File: config.mk
export PLATFORM = sky130hd
export DESIGN_NAME = addr_gen_sched_flat
export DESIGN_NICKNAME = d
export VERILOG_FILES = /design/src/rtl/addr_gen_pkg.sv /design/src/rtl/addr_gen_sched_if.sv /design/src/rtl/affine_scan2d.sv /design/src/rtl/addr_gen_sched.sv /design/src/flat_wrapper.sv
export SDC_FILE = /design/constraint.sdc
export NUM_CORES = 1
export LEC_CHECK = 0
export ABC_AREA = 1
export BUFFER_PORTS_ARGS = -buffer_cell sky130_fd_sc_hd__clkbuf_2
export CAP_MARGIN = 15
export CORE_MARGIN = 5
export CORE_UTILIZATION = 45
export CTS_BUF_LIST = sky130_fd_sc_hd__clkbuf_16
export CTS_CLUSTER_SIZE = 16
export DETAILED_ROUTE_END_ITERATION = 10
export PLACE_DENSITY = 0.64
export RECOVER_POWER = 100
export SYNTH_ARGS = -nofsm -noshare
export SYNTH_HDL_FRONTEND = slang
export SYNTH_SLANG_ARGS = --single-unit
File: constraint.sdc
create_clock -name clk -period 3.99 [get_ports clk]
set_input_delay 0.1995 -clock clk [delete_from_list [all_inputs] [get_ports clk]]
set_output_delay 0.1995 -clock clk [all_outputs]
set_load 0.02 [all_outputs]
File: src/rtl/addr_gen_pkg.sv
// addr_gen_pkg: shared types for the 2-D strided address generator scheduler.
//   W_DEF      default datapath width of config fields, counters and address
//   state_t    scheduler FSM states
//   scan_cfg_t latched loop configuration of one requester
package addr_gen_pkg;

    localparam int W_DEF = 16;

    typedef enum logic [1:0] {
        IDLE = 2'd0,
        RUN  = 2'd1,
        DONE = 2'd2
    } state_t;

    typedef struct packed {
        logic [W_DEF-1:0] x_max;
        logic [W_DEF-1:0] y_max;
        logic [W_DEF-1:0] x_strd;
        logic [W_DEF-1:0] y_strd;
        logic [W_DEF-1:0] offset;
    } scan_cfg_t;

endpackage

File: src/rtl/addr_gen_sched_if.sv
// addr_gen_sched_if: address beat stream from the scheduler to the memory port.
//   addr_valid  beat valid (master)
//   addr_ready  consumer accepts beat (slave)
//   addr_out    address of the beat
//   addr_last   final beat of the scan
//   addr_id     index of the requester that owns the scan
interface addr_gen_sched_if #(
    parameter int W    = 16,
    parameter int ID_W = 1
);
    logic            addr_valid;
    logic            addr_ready;
    logic [W-1:0]    addr_out;
    logic            addr_last;
    logic [ID_W-1:0] addr_id;

    modport master (
        output addr_valid, addr_out, addr_last, addr_id,
        input  addr_ready
    );

    modport slave (
        input  addr_valid, addr_out, addr_last, addr_id,
        output addr_ready
    );
endinterface

File: src/rtl/affine_scan2d.sv
// affine_scan2d: x/y nested counters plus stride accumulator.
//   clk, rst   clock, synchronous active-high reset
//   load       latch cfg and clear x, y, acc
//   cfg        loop configuration
//   step       advance one beat
//   addr       cfg.offset + acc (wraps)
//   x_at_max   inner counter is on its final column
//   last       current position is the final beat of the scan
module affine_scan2d
    import addr_gen_pkg::*;
(
    input  logic             clk,
    input  logic             rst,
    input  logic             load,
    input  scan_cfg_t        cfg,
    input  logic             step,
    output logic [W_DEF-1:0] addr,
    output logic             x_at_max,
    output logic             last
);
    scan_cfg_t        cfg_q;
    logic [W_DEF-1:0] x_q, y_q, acc_q;
    logic             y_at_max;

    // Compare against max-1 so extents of 2^W-1 work without a wider compare.
    assign x_at_max = (x_q == cfg_q.x_max - 1'b1);
    assign y_at_max = (y_q == cfg_q.y_max - 1'b1);
    assign last     = x_at_max && y_at_max;
    assign addr     = cfg_q.offset + acc_q;

    always_ff @(posedge clk) begin
        if (rst) begin
            cfg_q <= '0;
            x_q   <= '0;
            y_q   <= '0;
            acc_q <= '0;
        end else if (load) begin
            cfg_q <= cfg;
            x_q   <= '0;
            y_q   <= '0;
            acc_q <= '0;
        end else if (step) begin
            if (x_at_max) begin
                // Row wrap: the outer stride replaces the inner one.
                x_q   <= '0;
                y_q   <= y_at_max ? '0 : y_q + 1'b1;
                acc_q <= acc_q + cfg_q.y_strd;
            end else begin
                x_q   <= x_q + 1'b1;
                acc_q <= acc_q + cfg_q.x_strd;
            end
        end
    end
endmodule

File: src/rtl/addr_gen_sched.sv
// addr_gen_sched: shares one affine_scan2d between NREQ requesters.
// Round-robin arbitration in IDLE, streams the winner's scan, pulses done.
//   clk, rst     clock, synchronous active-high reset
//   req          level request per requester, sampled in IDLE only
//   cfg_*        per-requester loop config, slice i belongs to requester i
//   grant        one-hot owner, held from grant through DONE
//   busy         scheduler not IDLE
//   done         one-cycle one-hot completion pulse
//   aif          address beat stream (master side)
// W must equal W_DEF: the latched config struct is sized by the package.
module addr_gen_sched
    import addr_gen_pkg::*;
#(
    parameter  int W    = W_DEF,
    parameter  int NREQ = 2,
    localparam int ID_W = $clog2(NREQ)
) (
    input  logic              clk,
    input  logic              rst,
    input  logic [NREQ-1:0]   req,
    input  logic [NREQ*W-1:0] cfg_x_max,
    input  logic [NREQ*W-1:0] cfg_y_max,
    input  logic [NREQ*W-1:0] cfg_x_strd,
    input  logic [NREQ*W-1:0] cfg_y_strd,
    input  logic [NREQ*W-1:0] cfg_offset,
    output logic [NREQ-1:0]   grant,
    output logic              busy,
    output logic [NREQ-1:0]   done,
    addr_gen_sched_if.master  aif
);
    state_t          state_q, state_d;
    logic [ID_W-1:0] rr_q, id_q;
    logic [ID_W-1:0] win_idx, rr_next;
    logic            win_found;
    logic            load, step;
    logic            zero_ext;
    scan_cfg_t       sel_cfg;
    logic [W-1:0]    scan_addr;
    logic            scan_x_at_max, scan_last;

    // First asserted request at or after the rr pointer, wrapping.
    always_comb begin
        int idx;
        idx       = 0;
        win_found = 1'b0;
        win_idx   = '0;
        for (int i = 0; i < NREQ; i++) begin
            idx = (int'(rr_q) + i) % NREQ;
            if (!win_found && req[idx[ID_W-1:0]]) begin
                win_found = 1'b1;
                win_idx   = idx[ID_W-1:0];
            end
        end
    end

    assign rr_next = (int'(win_idx) == NREQ - 1) ? '0 : win_idx + 1'b1;

    always_comb begin
        sel_cfg.x_max  = cfg_x_max [win_idx*W +: W];
        sel_cfg.y_max  = cfg_y_max [win_idx*W +: W];
        sel_cfg.x_strd = cfg_x_strd[win_idx*W +: W];
        sel_cfg.y_strd = cfg_y_strd[win_idx*W +: W];
        sel_cfg.offset = cfg_offset[win_idx*W +: W];
    end

    // An empty extent skips RUN entirely and completes with zero beats.
    assign zero_ext = (sel_cfg.x_max == '0) || (sel_cfg.y_max == '0);

    always_ff @(posedge clk) begin
        if (rst) state_q <= IDLE;
        else     state_q <= state_d;
    end

    always_comb begin
        state_d = state_q;
        load    = 1'b0;
        step    = 1'b0;
        done    = '0;
        case (state_q)
            IDLE: begin
                if (win_found) begin
                    load    = 1'b1;
                    state_d = zero_ext ? DONE : RUN;
                end
            end
            RUN: begin
                step = aif.addr_ready;
                if (aif.addr_ready && scan_last) state_d = DONE;
            end
            DONE: begin
                done[id_q] = 1'b1;
                state_d    = IDLE;
            end
            default: state_d = IDLE;
        endcase
    end

    always_ff @(posedge clk) begin
        if (rst) begin
            grant <= '0;
            id_q  <= '0;
            rr_q  <= '0;
        end else if (load) begin
            grant          <= '0;
            grant[win_idx] <= 1'b1;
            id_q           <= win_idx;
            rr_q           <= rr_next;
        end else if (state_q == DONE) begin
            grant <= '0;
        end
    end

    affine_scan2d u_scan (
        .clk      (clk),
        .rst      (rst),
        .load     (load),
        .cfg      (sel_cfg),
        .step     (step),
        .addr     (scan_addr),
        .x_at_max (scan_x_at_max),
        .last     (scan_last)
    );

    assign busy           = (state_q != IDLE);
    assign aif.addr_valid = (state_q == RUN);
    assign aif.addr_out   = scan_addr;
    // last already implies the inner counter is at its final column.
    assign aif.addr_last  = aif.addr_valid && scan_x_at_max && scan_last;
    assign aif.addr_id    = id_q;
endmodule

File: src/flat_wrapper.sv
// flat-port wrapper written by rule: the top's interface ports become plain ports
module addr_gen_sched_flat import addr_gen_pkg::*;
#(
    parameter  int W    = W_DEF,
    parameter  int NREQ = 2,
    localparam int ID_W = $clog2(NREQ)
)
  (clk, rst, req, cfg_x_max, cfg_y_max, cfg_x_strd, cfg_y_strd, cfg_offset, grant, busy, done, aif_addr_valid, aif_addr_out, aif_addr_last, aif_addr_id, aif_addr_ready);
  addr_gen_sched_if #(.W(W), .ID_W((1))) aif_i ();
  input  logic clk;
  input  logic rst;
  input  logic [NREQ-1:0] req;
  input  logic [NREQ*W-1:0] cfg_x_max;
  input  logic [NREQ*W-1:0] cfg_y_max;
  input  logic [NREQ*W-1:0] cfg_x_strd;
  input  logic [NREQ*W-1:0] cfg_y_strd;
  input  logic [NREQ*W-1:0] cfg_offset;
  output logic [NREQ-1:0] grant;
  output logic busy;
  output logic [NREQ-1:0] done;
  output wire logic [$bits(aif_i.addr_valid)-1:0] aif_addr_valid;
  output wire logic [$bits(aif_i.addr_out)-1:0] aif_addr_out;
  output wire logic [$bits(aif_i.addr_last)-1:0] aif_addr_last;
  output wire logic [$bits(aif_i.addr_id)-1:0] aif_addr_id;
  input wire logic [$bits(aif_i.addr_ready)-1:0] aif_addr_ready;
  assign aif_addr_valid = aif_i.addr_valid;
  assign aif_addr_out = aif_i.addr_out;
  assign aif_addr_last = aif_i.addr_last;
  assign aif_addr_id = aif_i.addr_id;
  assign aif_i.addr_ready = aif_addr_ready;
  addr_gen_sched #(.W(W), .NREQ(NREQ)) u_core (.clk(clk), .rst(rst), .req(req), .cfg_x_max(cfg_x_max), .cfg_y_max(cfg_y_max), .cfg_x_strd(cfg_x_strd), .cfg_y_strd(cfg_y_strd), .cfg_offset(cfg_offset), .grant(grant), .busy(busy), .done(done), .aif(aif_i));
endmodule
==> impl_summary.md <==
Clock tree
Counting every sink on the clock net gives about 130. The tree is rooted in a clkbuf_16. The H-tree was split into 4 levels.

Buffers inserted during clock tree synthesis total 17. The TritonCTS clock tree is yes. After clock tree synthesis, the clock-pin slew on the worst setup and hold paths is 0.06 ns. The buffer levels on the longest clock path is 2. The later-pin clock latency in the skew report is 0.43 ns.

Critical path
The kind of cell adding the most delay to the critical path is simple AND/OR/NAND/NOR gates. The data required time of the worst path is 4.31 ns. The startpoint-to-endpoint class of the critical path is flop to flop.

The largest individual stage delay along the critical path comes from the cell fa_1. Data arrives at the worst endpoint at 4.08 ns. The critical path endpoint category is a flop.

The most prevalent standard cell on the critical path is nand2_1. The number of buffer and inverter instances along the worst setup path is 4. The worst setup path is launched from a flop. For this run, the slowest stage of the critical path takes 0.41 ns.

The maximum fanout encountered on the critical timing path is 7.

Synth
During synthesis, Yosys emitted a total of 0 warnings. In the synthesized netlist the async set-or-reset flop fraction comes to 0%. The share of Yosys cell area claimed by the top area cell type is around 30%. Synthesis inferred 134 register bits. The cell type with the largest total area after synthesis is dfxtp_1.

The synthesized net count is 1528. After synthesis, the cell types taking the most area are dfxtp_1 (30%), nand2_1 (17%), nor2_1 (5.2%). Among all flip-flop cells after synthesis, the most frequent one is dfxtp_1.

The most frequent cell after synthesis is nand2_1. The netlist uses 50 different library cells. The commonest cells after synthesis are nand2_1 (408), dfxtp_1 (134), nor2_1 (124).

Averaged over all synthesized cells, the footprint is 6.734 um2. The cell area that synthesis handed to floorplanning was 8936 um2. Counting flops with a built-in enable in the synthesized netlist gives 0. Counting every instance in the synthesized netlist gives 1327. Summing the sequential cell areas from Yosys gives a little under a third of the chip area.

Hold path
The kind of path behind the tightest hold check is input port to flop.

Power
The completed layout was analyzed and its total power is between 4 and 5 mW. The cell area power density is between 400 and 500 nW/um2. In this run the static leakage power is 5.176 nW. The worst-case IR drop observed on VDD is around 0.26 mV.

Route
Using the TritonRoute via totals, the vias-per-cell ratio works out to 5.065. The pre-antenna-repair detailed-routing pass consisted of 5 iterations. For this run, design rule violations remaining after detail routing come to 0. The routed length per instance is around 15 um. Wires add up to 26880 um.

The via count of the routed design is slightly above 9000. The first-iteration detailed-routing DRC count is 530. Once detail routing completed, the nets flagged for antenna violations numbered 0.

STA
The final number of hold-violating endpoints is 0. The post-route worst setup slack is 0.2273 ns. Measured against its own limit, the worst slew margin works out to 11.45%.

After layout, the minimum clock period comes to 3.763 ns. Setup violations remaining at the end of the flow were counted as 0. For the final database, setup skew stands at 0.01000 ns.

The final-report max-slew violation count was 0. After layout, the worst path uses a little over nine tenths of the clock period. The pin slew with the least headroom to its limit is between 1 and 1.5 ns. The final hold slack is about 0.011 ns. The fmax is 265.8 MHz.

Floorplanning
The floorplan step defined a die boundary enclosing ~23000 um2. In this run the vertical extent of the chip is 150.9 um. The total number of placement rows is 51. 189 I/O pins were placed. The area of the core region is 19530 um2. The starting density of the core is a little under half. The die is 150.9 um wide.

Placement
Timing analysis after detailed placement gives a worst setup slack of roughly 0.13 ns. The detailed placer's ending HPWL is roughly 21000 um. In this run the tool buffered the top-level ports with 188 buffer cells. The routability-driven placement congestion ratio is 0.9377.

Counting tap cells, the placed design contains a total of 1745 instances.

Layout
0 antenna diodes ended up in the layout. After the flow finishes, the layout carries non-filler instances totaling about 1800. For this run, the post-layout net count is 1722. Fill cells in the final layout number 1988. The share of layout cells above drive strength 1 is 16.62%. Relative to the synthesized area, the layout overhead comes to 21.94%.

GRT
The pin count of the biggest net entering global routing is 60. The first global-routing pass estimated roughly 43000 um of wire. The via count of the first global-routing pass is ~8700.

The initial antenna violation count is 1. In the global route stage, overall resource usage came out at 23.87%. The overflow left after global routing is 0.

Run
The number of maximum-capacitance constraint violations is 0.

Outcome
The run finished with clean final reports.
==> cell usage in the layout, fill, tap and decap left out, drive strengths merged, types with 4 or more instances in the layout <==
cell type    netlist  routed
a211oi            26      26
nor3b              6       6
xnor2             25      25
xor2              51      51
o21ai             47      47
nor3              14      14
nand3b            17      17
nand2            416     416
clkinv             1       4
a21oi             59      59
and2               5       5
nand4             20      20
ha                34      34
nand3             68      68
dfxtp            134     134
mux2i             24      24
a31oi             50      50
clkbuf            36     209
inv              109     118
o21bai            11      11
nor2             141     141
buf                9      11
nor4               6       6
dlygate4sd3        0      17
==> worst min-delay path: stages <==
cell	delay, ns
clkbuf_2	0.08
nand2_1	0.05
a31oi_1	0.06
==> state kept, by name, indices dropped and copies added (netlist names) <==
name,flops
u_core.aif.addr_id,1
u_core.grant,2
u_core.rr_q,1
u_core.state_q,2
u_core.u_scan.acc_q,16
u_core.u_scan.cfg_q,80
u_core.u_scan.x_q,16
u_core.u_scan.y_q,16
==> worst paths after layout <==
path / start / to / slack, ns / cells after the start
worst max register to register: u_core.u_scan.cfg_q[65]$_SDFFE_PP0P_ / u_core.u_scan.acc_q[12]$_SDFFE_PP0P_ / 0.23 / 28
worst min register to register: u_core.grant[1]$_SDFFE_PP0P_ / u_core.grant[1]$_SDFFE_PP0P_ / 0.48 / 2
worst min-delay path: cfg_y_strd[26] / u_core.u_scan.cfg_q[26]$_SDFFE_PP0P_ / 0.01 / 3
worst max-delay path: u_core.u_scan.cfg_q[65]$_SDFFE_PP0P_ / u_core.u_scan.acc_q[12]$_SDFFE_PP0P_ / 0.23 / 28
==> per-stage QoR <==
stage / TNS, ns / utilization [%] / cell area, um2
finish: 0 / 55.81 / 10900
global route: -0.03619 / 55.81 / 10900
CTS: 0 / 55.72 / 10880
detailed placement: 0 / 51.74 / 10100
global placement: 0 / 51.74 / 10100
floorplan: 0 / - / 8936
==> timing repair <==
item | CTS | global route
buffers inserted | 0 | 5
endpoints found under the setup margin | 0 | 8
gates resized for setup | 0 | 11
endpoints found under the hold margin | 17 | 0
hold buffers | 17 | 0
==> cell families after synthesis <==
| family | synth area share [%] |
|---|---|
| adder cells (fa/ha/maj) | 5.209 |
| flip-flops | 30.02 |
| XOR/XNOR | 7.953 |
| multiplexers | 2.688 |
| AO/OA/AOI/OAI | 13.51 |
| buffers and inverters | 6.819 |
| AND/OR/NAND/NOR | 33.80 |
==> cell type report <==
cell class | instances | area (um2) | area share (%)
tap | 265 | 331.6 | 3.043
timing repair buffer | 220 | 1186 | 10.89
clock inverter | 15 | 181.4 | 1.665
multi-input combinational | 1038 | 5670 | 52.04
inverter | 110 | 419.2 | 3.847
sequential | 134 | 2683 | 24.62
clock buffer | 17 | 425.4 | 3.904
==> power by group <==
part	switching [mW]	internal, mW
Combinational	0.926	0.534
Clock	0.718	0.902
Sequential	0.139	1.47
==> per-layer routing <==
metal | share of wire, % | up-vias | track usage, %
met5 | 0.074 | - | 0
met4 | 1.1 | 2 | 5.394
met3 | 4.6 | 25 | 4.458
met2 | 48 | 222 | 40.57
met1 | 46 | 4082 | 31.52
li1 | - | 4781 | -
Power figures use the tool's default switching activity.
